### src/rtl/ram_loader.sv
// ============================================================================
// Module   : ram_loader
// Function : Streams DEPTH bytes over valid/ready into RAM via MAR/RAM strobes,
//            with optional read-back verification of every written byte.
// Revision : 1.0
// ============================================================================
`default_nettype none

module ram_loader #(
  parameter int DEPTH  = 16,
  parameter int ADDR_W = 4,
  parameter int DATA_W = 8,
  parameter int VERIFY = 1
) (
  input  logic              clk,
  input  logic              clr,
  input  logic              start,
  input  logic [DATA_W-1:0] in_data,
  input  logic              in_valid,
  output logic              in_ready,
  input  logic [DATA_W-1:0] ram_value,
  output logic [ADDR_W-1:0] mar_bus,
  output logic              mi,
  output logic [DATA_W-1:0] ram_bus,
  output logic              ri,
  output logic              hold,
  output logic              busy,
  output logic              done,
  output logic              err,
  output logic [ADDR_W-1:0] err_addr
);

  localparam logic [2:0] c_idle    = 3'd0;
  localparam logic [2:0] c_wait    = 3'd1;
  localparam logic [2:0] c_setaddr = 3'd2;
  localparam logic [2:0] c_write   = 3'd3;
  localparam logic [2:0] c_check   = 3'd4;

  localparam logic [ADDR_W-1:0] c_last   = ADDR_W'(DEPTH - 1);
  localparam logic              c_verify = (VERIFY != 0);

  logic [2:0]        r_state;
  logic [2:0]        w_next;
  logic [ADDR_W-1:0] r_cnt;
  logic [ADDR_W-1:0] r_mar;
  logic [DATA_W-1:0] r_data;
  logic              r_done;
  logic              r_err;
  logic [ADDR_W-1:0] r_err_addr;
  logic              w_accept;
  logic              w_byte_end;

  assign w_accept   = (r_state == c_wait) && in_valid;
  assign w_byte_end = ((r_state == c_write) && !c_verify) || (r_state == c_check);

  always_ff @(posedge clk or posedge clr) begin
    if (clr) r_state <= c_idle;
    else     r_state <= w_next;
  end

  always_comb begin
    w_next = r_state;
    case (r_state)
      c_idle:    if (start) w_next = c_wait;
      c_wait:    if (in_valid) w_next = c_setaddr;
      c_setaddr: w_next = c_write;
      c_write:   if (c_verify) w_next = c_check;
                 else          w_next = (r_cnt == c_last) ? c_idle : c_wait;
      c_check:   w_next = (r_cnt == c_last) ? c_idle : c_wait;
      default:   w_next = c_idle;
    endcase
  end

  // The address is latched into r_mar at accept time so it is stable in SETADDR
  // and keeps showing the last driven address afterwards.
  always_ff @(posedge clk or posedge clr) begin
    if (clr) begin
      r_cnt      <= '0;
      r_mar      <= '0;
      r_data     <= '0;
      r_done     <= 1'b0;
      r_err      <= 1'b0;
      r_err_addr <= '0;
    end else begin
      r_done <= w_byte_end && (r_cnt == c_last);
      if ((r_state == c_idle) && start) begin
        r_cnt      <= '0;
        r_err      <= 1'b0;
        r_err_addr <= '0;
      end
      if (w_accept) begin
        r_data <= in_data;
        r_mar  <= r_cnt;
      end
      if ((r_state == c_check) && (ram_value != r_data) && !r_err) begin
        r_err      <= 1'b1;
        r_err_addr <= r_cnt;
      end
      if (w_byte_end) r_cnt <= (r_cnt == c_last) ? '0 : r_cnt + 1'b1;
    end
  end

  always_comb begin
    in_ready = 1'b0;
    mi       = 1'b0;
    ri       = 1'b0;
    busy     = 1'b0;
    hold     = 1'b0;
    case (r_state)
      c_wait:    in_ready = 1'b1;
      c_setaddr: mi       = 1'b1;
      c_write:   ri       = 1'b1;
      default:   ;
    endcase
    if (r_state != c_idle) begin
      busy = 1'b1;
      hold = 1'b1;
    end
  end

  assign mar_bus  = r_mar;
  assign ram_bus  = r_data;
  assign done     = r_done;
  assign err      = r_err;
  assign err_addr = r_err_addr;

endmodule

`default_nettype wire

### config.mk
export PLATFORM = sky130hd
export DESIGN_NAME = ram_loader
export DESIGN_NICKNAME = d
export VERILOG_FILES = /design/src/rtl/ram_loader.sv
export SDC_FILE = /design/constraint.sdc
export NUM_CORES = 1
export LEC_CHECK = 0
export CAP_MARGIN = 20
export CORE_MARGIN = 5
export CORE_UTILIZATION = 44
export CTS_CLUSTER_SIZE = 24
export DETAILED_ROUTE_END_ITERATION = 10
export GPL_ROUTABILITY_DRIVEN = 0
export PLACE_DENSITY = 0.78
export SKIP_CTS_REPAIR_TIMING = 1
export SYNTH_ARGS = -nofsm -noshare
export SYNTH_HDL_FRONTEND = slang
export SYNTH_SLANG_ARGS = --single-unit
### constraint.sdc
create_clock -name clk -period 1.82 [get_ports clk]
set_input_delay 0.273 -clock clk [delete_from_list [all_inputs] [get_ports clk]]
set_output_delay 0.273 -clock clk [all_outputs]
set_load 0.01 [all_outputs]
Word-level counts from Yosys, hierarchy flattened
Cells that the tools add are included.
{"block": "word_totals", "reg_bits": 25, "inputBits": 20, "output_inout_bits": 23, "elab_cells": 41}
{"block": "classes", "addsub": 1, "n_eq_ne": 8, "mux": 14, "n_reduce_logical": 11}
{"op": "$mux 4", "n": 4}
{"op": "$pmux 3 s5", "n": 1}
{"op": "$ne 8x8->1", "n": 1}
{"op": "$mux 1", "n": 7}
{"op": "$eq 3x2->1 const B", "n": 2}
{"op": "$mux 3", "n": 2}
{"op": "$logic_and 1x1->1", "n": 5}
{"op": "$add 4x1->4 const B", "n": 1}
{"op": "$eq 4x4->1 const B", "n": 1}
{"op": "$ne 2x2->1 const B", "n": 2}
{"op": "$reduce_bool 2->1", "n": 2}
{"op": "$eq 3x1->1 const B", "n": 1}
{"op": "$eq 3x3->1 const B", "n": 1}
{"op": "$logic_not 3->1", "n": 1}
{"op": "$reduce_bool 3->1", "n": 1}
{"op": "$reduce_and 2->1", "n": 1}
{"op": "$logic_not 1->1", "n": 1}

Longest topological paths before layout
Gate-level depths: netlist of the first run.
{"block": "logic_depth", "word_depth": 4, "depth_mapped": 6}

Worst setup path after synthesis of the first run
Ideal clock, no wire load.
{"block": "synth_path", "path_kind": "register to output", "start": "register r_state[2]", "end": "output port hold", "arrival_ns": 1.224, "required_ns": 1.547, "setup_slack_ns": 0.323, "path_stages_with_launch": 4, "path_cell_list": "dfrtp_1 > buf_2 > or3_2 > buf_4"}
{"block": "synth_via", "elab_chain_len": 2}
{"element": "start, declared", "line": "42", "source": "logic [2:0] r_state;"}
{"element": "start signal, assigned", "line": "57", "source": "if (clr) r_state <= c_idle;"}
{"element": "start signal, assigned", "line": "58", "source": "else r_state <= w_next;"}
{"element": "$reduce_bool 3->1", "line": "115", "source": "if (r_state != c_idle) begin"}
{"element": "$mux 1"}
{"element": "end, declared", "line": "26", "source": "output logic hold,"}
No other way between the ends.

Worst setup path after layout of the first run
{"block": "layout_path", "start": "register r_state[2]", "end": "output port busy"}
{"block": "layout_via", "elab_chain_len": 2}
{"element": "$reduce_bool 3->1", "line": "115"}
{"element": "$mux 1", "line": "115"}
{"element": "end, declared", "line": "27", "source": "output logic busy,"}
No other way between the ends.

==> results of run 1 <==
-- worst reg2reg max path: cells and delay by family, from the launching register on --
kind	cells	cell delay [ps]
flops	1	420
simple gates	1	340
compound gates	1	320
mux	1	250
xor+xnor	1	170
-- logic make-up (layout without fill, tap and decap cells) --
family / Yosys count / count (layout) / synth area share
flops: 25 / 25 / 0.499
mux: 16 / 16 / 0.169
buf+inv: 13 / 61 / 0.0678
compound gates: 10 / 10 / 0.0538
xor+xnor: 8 / 8 / 0.0558
simple gates: 31 / 31 / 0.145
fa+ha+maj: 1 / 1 / 0.00997
-- layout make-up --
cell class                 instances  area [um2]  area share
timing repair buffer              49         490       0.279
tap                               31        38.8      0.0221
clock buffer                       4        26.3      0.0150
inverter                           8        30.0      0.0171
sequential                        25         626       0.356
multi-input combinational         66         544       0.310
-- state kept, by name, summed over array words and instances, names as in the netlist --
name,cells
mar_bus,4
err,1
r_state,3
r_cnt,4
ram_bus,8
err_addr,4
done,1
-- stage by stage --
step / util / hold slack (ps) / instances / area (um2) / setup TNS, ps
2_1_floorplan: - / 300 / 104 / 1250 / 0
3_3_place_gp: 0.625 / 490 / 177 / 1710 / 0
3_5_place_dp: 0.625 / 493 / 177 / 1710 / -28.5
4_1_cts: 0.635 / 306 / 181 / 1740 / -625
5_1_grt: 0.642 / 321 / 183 / 1760 / -11.8
6_report: 0.642 / 294 / 183 / 1760 / 0
-- synth_stat cells --
cell type / n
dfrtp_1: 25
mux2_4: 10
nor2_1: 9
inv_1: 8
xor2_1: 8
nand2_1: 6
nand3_1: 5
mux2i_1: 4
o21ai_0: 4
buf_6: 2
mux2_2: 2
nor4_1: 2
a211o_1: 1
a21oi_1: 1
a22o_1: 1
a31oi_1: 1
and2_1: 1
buf_12: 1
buf_2: 1
buf_4: 1
ha_1: 1
nand2_2: 1
nand2_4: 1
nand3b_1: 1
nor2_8: 1
nor3_1: 1
nor3_4: 1
o311a_1: 1
o32ai_1: 1
or2b_1: 1
or3_2: 1
-- report_power, final --
group / internal [mW] / switching (mW) / leakage (nW) / total, mW
registers: 0.725 / 0.159 / 0.326 / 0.884
clock network: 0.0855 / 0.152 / 0.0150 / 0.238
logic: 0.740 / 0.534 / 0.518 / 1.27
total: 1.55 / 0.845 / 0.860 / 2.40
-- placed cells by master, fill, tap and decap left out --
cell	synthesis	layout
or2b_1	1	1
nand2_2	1	1
xor2_1	8	8
a211o_1	1	1
mux2_2	2	2
nor2_1	9	9
dfrtp_1	25	25
and2_1	1	1
a22o_1	1	1
a31oi_1	1	1
clkbuf_2	0	1
nor3_4	1	1
mux2_4	10	10
ha_1	1	1
nor3_1	1	1
nor4_1	2	2
buf_12	1	1
mux2i_1	4	4
dlymetal6s2s_1	0	4
nor2_8	1	1
clkbuf_1	0	1
a21oi_1	1	1
clkdlybuf4s50_1	0	37
o21ai_0	4	4
buf_4	1	6
nand3b_1	1	1
nand2_1	6	6
o311a_1	1	1
nand2_4	1	1
clkbuf_4	0	3
nand3_1	5	5
or3_2	1	1
o32ai_1	1	1
inv_1	8	8
-- worst paths after layout --
kind                                 start     endpoint  slack [ps]  depth (start not counted)
max in group asynchronous              clr     r_cnt[0]        1290                          3
worst max register to register  ram_bus[6]  err_addr[3]         230                          4
worst min-delay path                   clr   ram_bus[7]         290                          3
worst min register to register         err          err         520                          2
min in group clk                       err          err         520                          2
worst max-delay path            r_state[2]         busy          60                          3
-- layer usage --
layer / wire length [um] / vias to the layer above
met5: 0 / -
met4: 19 / 0
met3: 194 / 4
met2: 1420 / 35
met1: 1170 / 448
li1: - / 446
==> impl_metrics.env, run 1 <==
export IMPL_cp_arrival_ps=1490
export IMPL_rsz0062_at_grt="true"
export IMPL_power_density_nw_per_um2=1360
export IMPL_setup_viol=0
export IMPL_synth_top_cell_area_share=0.499
export IMPL_tightest_slew_ps=319
export IMPL_synth_seq_cells=25
export IMPL_setup_ws_ps=56.4
export IMPL_synthDistinctLibCells=31
export IMPL_synthTopCellsByArea="dfrtp_1 (50%), mux2_4 (12%), xor2_1 (5.6%)"
export IMPL_path_delay_family="simple AND/OR/NAND/NOR gates"
export IMPL_core_area_um2=2730
export IMPL_min_delay_path_class="in -> async"
export IMPL_syn_area_per_cell_um2=12.1
export IMPL_num_nets_final=174
export IMPL_status="completed"
export IMPL_worstSetupPathType="reg -> out"
export IMPL_grt_start_max_net_pins=26
export IMPL_ys_warn_count=0
export IMPL_antenna_cells=0
export IMPL_route_antenna_remaining_nets=0
export IMPL_drive_above_1_share=0.184
export IMPL_maxSlewHeadroom=0.787
export IMPL_cts_sinks=25
export IMPL_grt_ovfl_total=0
export IMPL_syn_instance_count=104
export IMPL_io_pins=43
export IMPL_synth_area_leader_cell="dfrtp_1"
export IMPL_endpoint_kind="output pin"
export IMPL_path_max_fanout=3
export IMPL_syn_to_final_growth_pct=39.9
export IMPL_hpwl_um=2120
export IMPL_dr_pass1_iters=4
export IMPL_pre_cts_ws_ps=-28.5
export IMPL_grt_pass1_vias=1022
export IMPL_remaining_drc_errors=0
export IMPL_initial_core_util=0.459
export IMPL_rows=19
export IMPL_cpMaxStageDelayCell="or3_2"
export IMPL_hold_viol=0
export IMPL_grtUsageMet2=0.256
export IMPL_period_minus_slack_ps=1760
export IMPL_max_freq_ghz=0.567
export IMPL_syn_cell_area_um2=1250
export IMPL_drt_iter0_drc=14
export IMPL_critPathLaunchType="register"
export IMPL_dieArea_um2=4020
export IMPL_irDropWorstVdd_uv=961
export IMPL_use_met3=0.0444
export IMPL_grt_pass1_wl_um=4690
export IMPL_portBuffers=42
export IMPL_clk_pin_slew_worst_paths_ps=130
export IMPL_grt_busiest_layer="met2"
export IMPL_fin_worst_skew_ps=10.0
export IMPL_track_usage=0.144
export IMPL_power_total_mw=2.40
export IMPL_fill_cells=223
export IMPL_cp_num_buf_inv=2
export IMPL_routed_wl_um=2810
export IMPL_die_h_um=63.4
export IMPL_post_drt_wl_per_cell_um=15.3
export IMPL_leakage_nw=0.860
export IMPL_die_w_um=63.4
export IMPL_synth_net_count=125
export IMPL_clock_path_buffers=2
export IMPL_antenna_found_initial=0
export IMPL_cts_buffers=3
export IMPL_cts_tree="done"
export IMPL_insertion_delay_ps=310
export IMPL_fin_crit_sh=0.969
export IMPL_htreeDepth=1
export IMPL_path_cells="buf_4 > or3_2 > dlymetal6s2s_1"
export IMPL_vias_per_cell=5.10
export IMPL_cp_slowest_stage_delay_ps=450
export IMPL_root_buffer="clkbuf_4"
export IMPL_seq_area_frac_synth=0.499
export IMPL_maxCapViolCount=0
export IMPL_slew_viol_final=0
export IMPL_critPathRequiredTime_ps=1550
export IMPL_vias=933
export IMPL_gr_usage_met1=0.163
(Power assumes the default switching activity.)
==> run 2: changes to the inputs <==
--- a/config.mk
+++ b/config.mk
@@ -6,12 +6,14 @@
 export NUM_CORES = 1
 export LEC_CHECK = 0
 export CAP_MARGIN = 20
+export CELL_PAD_IN_SITES_DETAIL_PLACEMENT = 1
+export CELL_PAD_IN_SITES_GLOBAL_PLACEMENT = 1
 export CORE_MARGIN = 5
-export CORE_UTILIZATION = 44
-export CTS_CLUSTER_SIZE = 24
+export CORE_UTILIZATION = 34
+export CTS_CLUSTER_SIZE = 14
 export DETAILED_ROUTE_END_ITERATION = 10
 export GPL_ROUTABILITY_DRIVEN = 0
-export PLACE_DENSITY = 0.78
+export PLACE_DENSITY_LB_ADDON = 0.1
 export SKIP_CTS_REPAIR_TIMING = 1
 export SYNTH_ARGS = -nofsm -noshare
 export SYNTH_HDL_FRONTEND = slang
==> run 2 against run 1 <==
Non-clock buffer count increased by 1. Worst hold slack better by 56 ps. Worst setup slack improved by 93 ps. Power rose by 4.4%.
==> impl_metrics.env, run 2 (synthesis results as in run 1) <==
export IMPL_status="completed"
export IMPL_die_h_um=70.8
export IMPL_syn_to_final_growth_pct=43.7
export IMPL_dp_cells=197
export IMPL_fin_worst_skew_ps=9.90
export IMPL_hpwl_um=2380
export IMPL_instances_no_fill=201
export IMPL_setup_viol=0
export IMPL_clk_pin_slew_worst_paths_ps=100
export IMPL_root_buffer="clkbuf_8"
export IMPL_regToRegSetupSlack_ps=250
export IMPL_grt_pass1_wl_um=5050
export IMPL_critPathLaunchType="register"
export IMPL_portBuffers=42
export IMPL_grt_ovfl_total=0
export IMPL_irDropWorstVdd_uv=762
export IMPL_cts_tree="done"
export IMPL_r2r_cells=5
export IMPL_r2r_end="err_addr[1]"
export IMPL_power_density_nw_per_um2=1390
export IMPL_endpoint_kind="output pin"
export IMPL_io_pins=43
export IMPL_crit_start="r_state[1]"
export IMPL_antenna_found_initial=0
export IMPL_route_antenna_remaining_nets=0
export IMPL_drive_above_1_share=0.196
export IMPL_antenna_cells=0
export IMPL_dieArea_um2=5010
export IMPL_grt_start_max_net_pins=26
export IMPL_drt_iter0_drc=25
export IMPL_max_freq_ghz=0.599
export IMPL_htreeDepth=1
export IMPL_core_area_um2=3610
export IMPL_initial_core_util=0.348
export IMPL_maxCapViolCount=0
export IMPL_fill_cells=387
export IMPL_slew_viol_final=0
export IMPL_min_delay_path_class="in -> async"
export IMPL_hold_ws_ps=350
export IMPL_critPathRequiredTime_ps=1550
export IMPL_grt_pass1_vias=1030
export IMPL_cts_sinks=25
export IMPL_tightest_slew_ps=329
export IMPL_fin_crit_sh=0.918
export IMPL_r2r_start="ram_bus[6]"
export IMPL_vias=929
export IMPL_mostFrequentLayoutCell="clkdlybuf4s50_1"
export IMPL_leakage_nw=0.874
export IMPL_rows=22
export IMPL_final_cell_mix="clkdlybuf4s50_1 (37), dfrtp_1 (24), mux2_4 (10)"
export IMPL_rsz0062_at_grt="false"
export IMPL_hold_viol=0
export IMPL_dr_pass1_iters=3
export IMPL_path_max_fanout=4
export IMPL_remaining_drc_errors=0
export IMPL_track_usage=0.127
export IMPL_routed_wl_um=2970
export IMPL_worstSetupPathType="reg -> out"
export IMPL_die_w_um=70.8
export IMPL_cp_arrival_ps=1400
export IMPL_period_minus_slack_ps=1670
export IMPL_post_drt_wl_per_cell_um=14.8
export IMPL_maxSlewHeadroom=0.781
export IMPL_largest_reg_flops=8
export IMPL_power_total_mw=2.50
export IMPL_crit_end="busy"
export IMPL_cts_buffers=3
export IMPL_insertion_delay_ps=270
export IMPL_vias_per_cell=4.62
export IMPL_num_nets_final=175
export IMPL_clock_path_buffers=2
==> run 2: power breakdown <==
part | leakage [nW] | internal [mW] | switching, mW
registers | 0.325 | 0.728 | 0.168
logic | 0.528 | 0.735 | 0.522
clock network | 0.0217 | 0.155 | 0.193
total | 0.874 | 1.62 | 0.883
==> run 2: per-stage QoR <==
stage                      util  worst slack, ps  cell area (um2)  setup TNS, ps
final                     0.500              150             1800              0
after global routing      0.500             97.1             1800              0
after CTS                 0.496             -181             1790           -608
after detailed placement  0.483            -54.3             1740           -162
after global placement    0.483            -53.3             1740           -204
after floorplan               -              323             1250              0
==> run 2: layer usage <==
| layer | vias to the layer above | wire [um] | track usage |
|---|---|---|---|
| met2 | 22 | 1510 | 0.209 |
| met3 | 2 | 134 | 0.0298 |
| met5 | - | 0 | 0 |
| met4 | 0 | 16 | 0.0501 |
| li1 | 448 | - | - |
| met1 | 457 | 1310 | 0.159 |
==> run 2: final cells by class <==
type | instances | area, um2 | share of cell area
clock buffers | 3 | 41.3 | 0.0229
clock inverters | 1 | 7.51 | 0.00416
repair buffers | 50 | 493 | 0.273
inverters | 8 | 30.0 | 0.0167
well taps | 48 | 60.1 | 0.0333
flip-flops and latches | 25 | 627 | 0.348
multi-input cells | 66 | 544 | 0.302
==> run 2: worst min path at each step <==
stage,start,endpoint,depth (start not counted),slack [ps]
3_5_place_dp,mar_bus[3],mar_bus[3],1,500
5_1_grt,clr,mar_bus[2],3,390
3_3_place_gp,err,err,2,490
4_1_cts,clr,r_state[0],3,360
6_report,clr,r_state[0],3,350
2_1_floorplan,clr,done,1,300
==> run 2: critical path, stage by stage (launching register included) <==
cell and delay, ps:
dfrtp_2 450, or3_2 500, dlymetal6s2s_1 190
==> run 3: changes to the inputs <==
--- a/config.mk
+++ b/config.mk
@@ -6,7 +6,7 @@
 export NUM_CORES = 1
 export LEC_CHECK = 0
 export CAP_MARGIN = 20
-export CELL_PAD_IN_SITES_DETAIL_PLACEMENT = 1
+export CELL_PAD_IN_SITES_DETAIL_PLACEMENT = 0
 export CELL_PAD_IN_SITES_GLOBAL_PLACEMENT = 1
 export CORE_MARGIN = 5
 export CORE_UTILIZATION = 34
==> run 3 against run 2 <==
Critical path depth stayed put. Global-route usage fell by 0.89 points. Clock power is 3% lower. Sequential share of layout area is 0.14 points lower. Clock skew hardly changed. Die area unchanged. Clock-buffer cell count unchanged. Utilization up 0.21 points. Critical path type unchanged. Critical endpoint unchanged.
==> impl_metrics.env, run 3 (synthesis results as in run 1) <==
export IMPL_die_h_um=70.8
export IMPL_post_route_util=0.502
export IMPL_htreeDepth=1
export IMPL_grt_ovfl_total=0
export IMPL_endpoint_kind="output pin"
export IMPL_setup_viol=0
export IMPL_critPathLaunchType="register"
export IMPL_use_met3=0.0284
export IMPL_tns_ps=0
export IMPL_leakage_nw=0.879
export IMPL_max_freq_ghz=0.604
export IMPL_vias=929
export IMPL_drt_iter0_drc=23
export IMPL_fill_cells=341
export IMPL_worstSetupPathType="reg -> out"
export IMPL_clock_path_buffers=2
export IMPL_design_area_um2=1810
export IMPL_grt_pass1_wl_um=4880
export IMPL_antenna_found_initial=0
export IMPL_remaining_drc_errors=0
export IMPL_insertion_delay_ps=270
export IMPL_mostFrequentLayoutCell="clkdlybuf4s50_1"
export IMPL_num_nets_final=176
export IMPL_rsz0062_at_grt="false"
export IMPL_multi_input_area_um2=544
export IMPL_die_w_um=70.8
export IMPL_io_pins=43
export IMPL_period_minus_slack_ps=1660
export IMPL_instances_no_fill=202
export IMPL_irDropWorstVdd_uv=688
export IMPL_min_delay_path_class="in -> async"
export IMPL_hpwl_um=2130
export IMPL_core_area_um2=3610
export IMPL_clk_pin_slew_worst_paths_ps=100
export IMPL_post_drt_wl_per_cell_um=13.9
export IMPL_maxCapViolCount=0
export IMPL_grt_start_max_net_pins=26
export IMPL_grt_pass1_vias=1039
export IMPL_drive_above_1_share=0.201
export IMPL_cts_buffers=3
export IMPL_path_max_fanout=4
export IMPL_slew_viol_final=0
export IMPL_fin_worst_skew_ps=9.48
export IMPL_portBuffers=42
export IMPL_track_usage=0.118
export IMPL_antenna_cells=0
export IMPL_dieArea_um2=5010
export IMPL_rows=22
export IMPL_root_buffer="clkbuf_8"
export IMPL_largest_reg_flops=8
export IMPL_grt_busiest_layer="met2"
export IMPL_routed_wl_um=2810
export IMPL_cts_sinks=25
export IMPL_gr_usage_met1=0.153
export IMPL_maxSlewHeadroom=0.782
export IMPL_initial_core_util=0.348
export IMPL_fin_crit_sh=0.910
export IMPL_cts_tree="done"
export IMPL_status="completed"
export IMPL_grtUsageMet2=0.199
export IMPL_placed_area_um2=1740
export IMPL_pre_cts_ws_ps=-112
export IMPL_power_density_nw_per_um2=1380
export IMPL_route_antenna_remaining_nets=0
export IMPL_cp_arrival_ps=1380
export IMPL_final_cell_mix="clkdlybuf4s50_1 (37), dfrtp_1 (24), mux2_4 (10)"
export IMPL_setup_ws_ps=164
export IMPL_hold_viol=0
export IMPL_hold_ws_ps=346
export IMPL_vias_per_cell=4.60
export IMPL_seqCellArea_um2=627
export IMPL_critPathRequiredTime_ps=1550
export IMPL_dr_pass1_iters=6
export IMPL_dp_cells=197
export IMPL_syn_to_final_growth_pct=44.3
export IMPL_power_total_mw=2.49
export IMPL_tightest_slew_ps=326
## run 3: critical path: stages, from the launching register on
cell and delay, ps:
dfrtp_2 450, or3_2 490, dlymetal6s2s_1 190
## run 3: routing by layer
metal | vias to the layer above | routed length (um)
li1 | 450 | -
met1 | 453 | 1230
met2 | 24 | 1420
met3 | 2 | 132
met4 | 0 | 16
met5 | - | 0
## run 3: final timing paths
check / startpoint / endpoint / slack, ps / cells past startpoint
max in group asynchronous: clr / r_state[1] / 1210 / 3
min: clr / r_state[2] / 350 / 3
min reg2reg: mar_bus[1] / mar_bus[1] / 520 / 1
max reg2reg: ram_bus[6] / err_addr[1] / 220 / 5
min in group clk: mar_bus[1] / mar_bus[1] / 520 / 1
max: r_state[1] / busy / 160 / 2
## run 3: layout make-up
| cell class | count | share of cell area |
|---|---|---|
| Clock buffer | 3 | 0.0228 |
| Clock inverter | 1 | 0.00415 |
| Inverter | 8 | 0.0166 |
| Multi-Input combinational cell | 66 | 0.301 |
| Sequential cell | 25 | 0.346 |
| Tap cell | 48 | 0.0332 |
| Timing Repair Buffer | 51 | 0.276 |
## run 3: power breakdown
group | switching (mW) | internal, mW | leakage (nW) | total [mW]
clock | 0.182 | 0.155 | 0.0217 | 0.337
combinational | 0.511 | 0.750 | 0.532 | 1.26
sequential | 0.168 | 0.728 | 0.325 | 0.896
total | 0.861 | 1.63 | 0.879 | 2.49
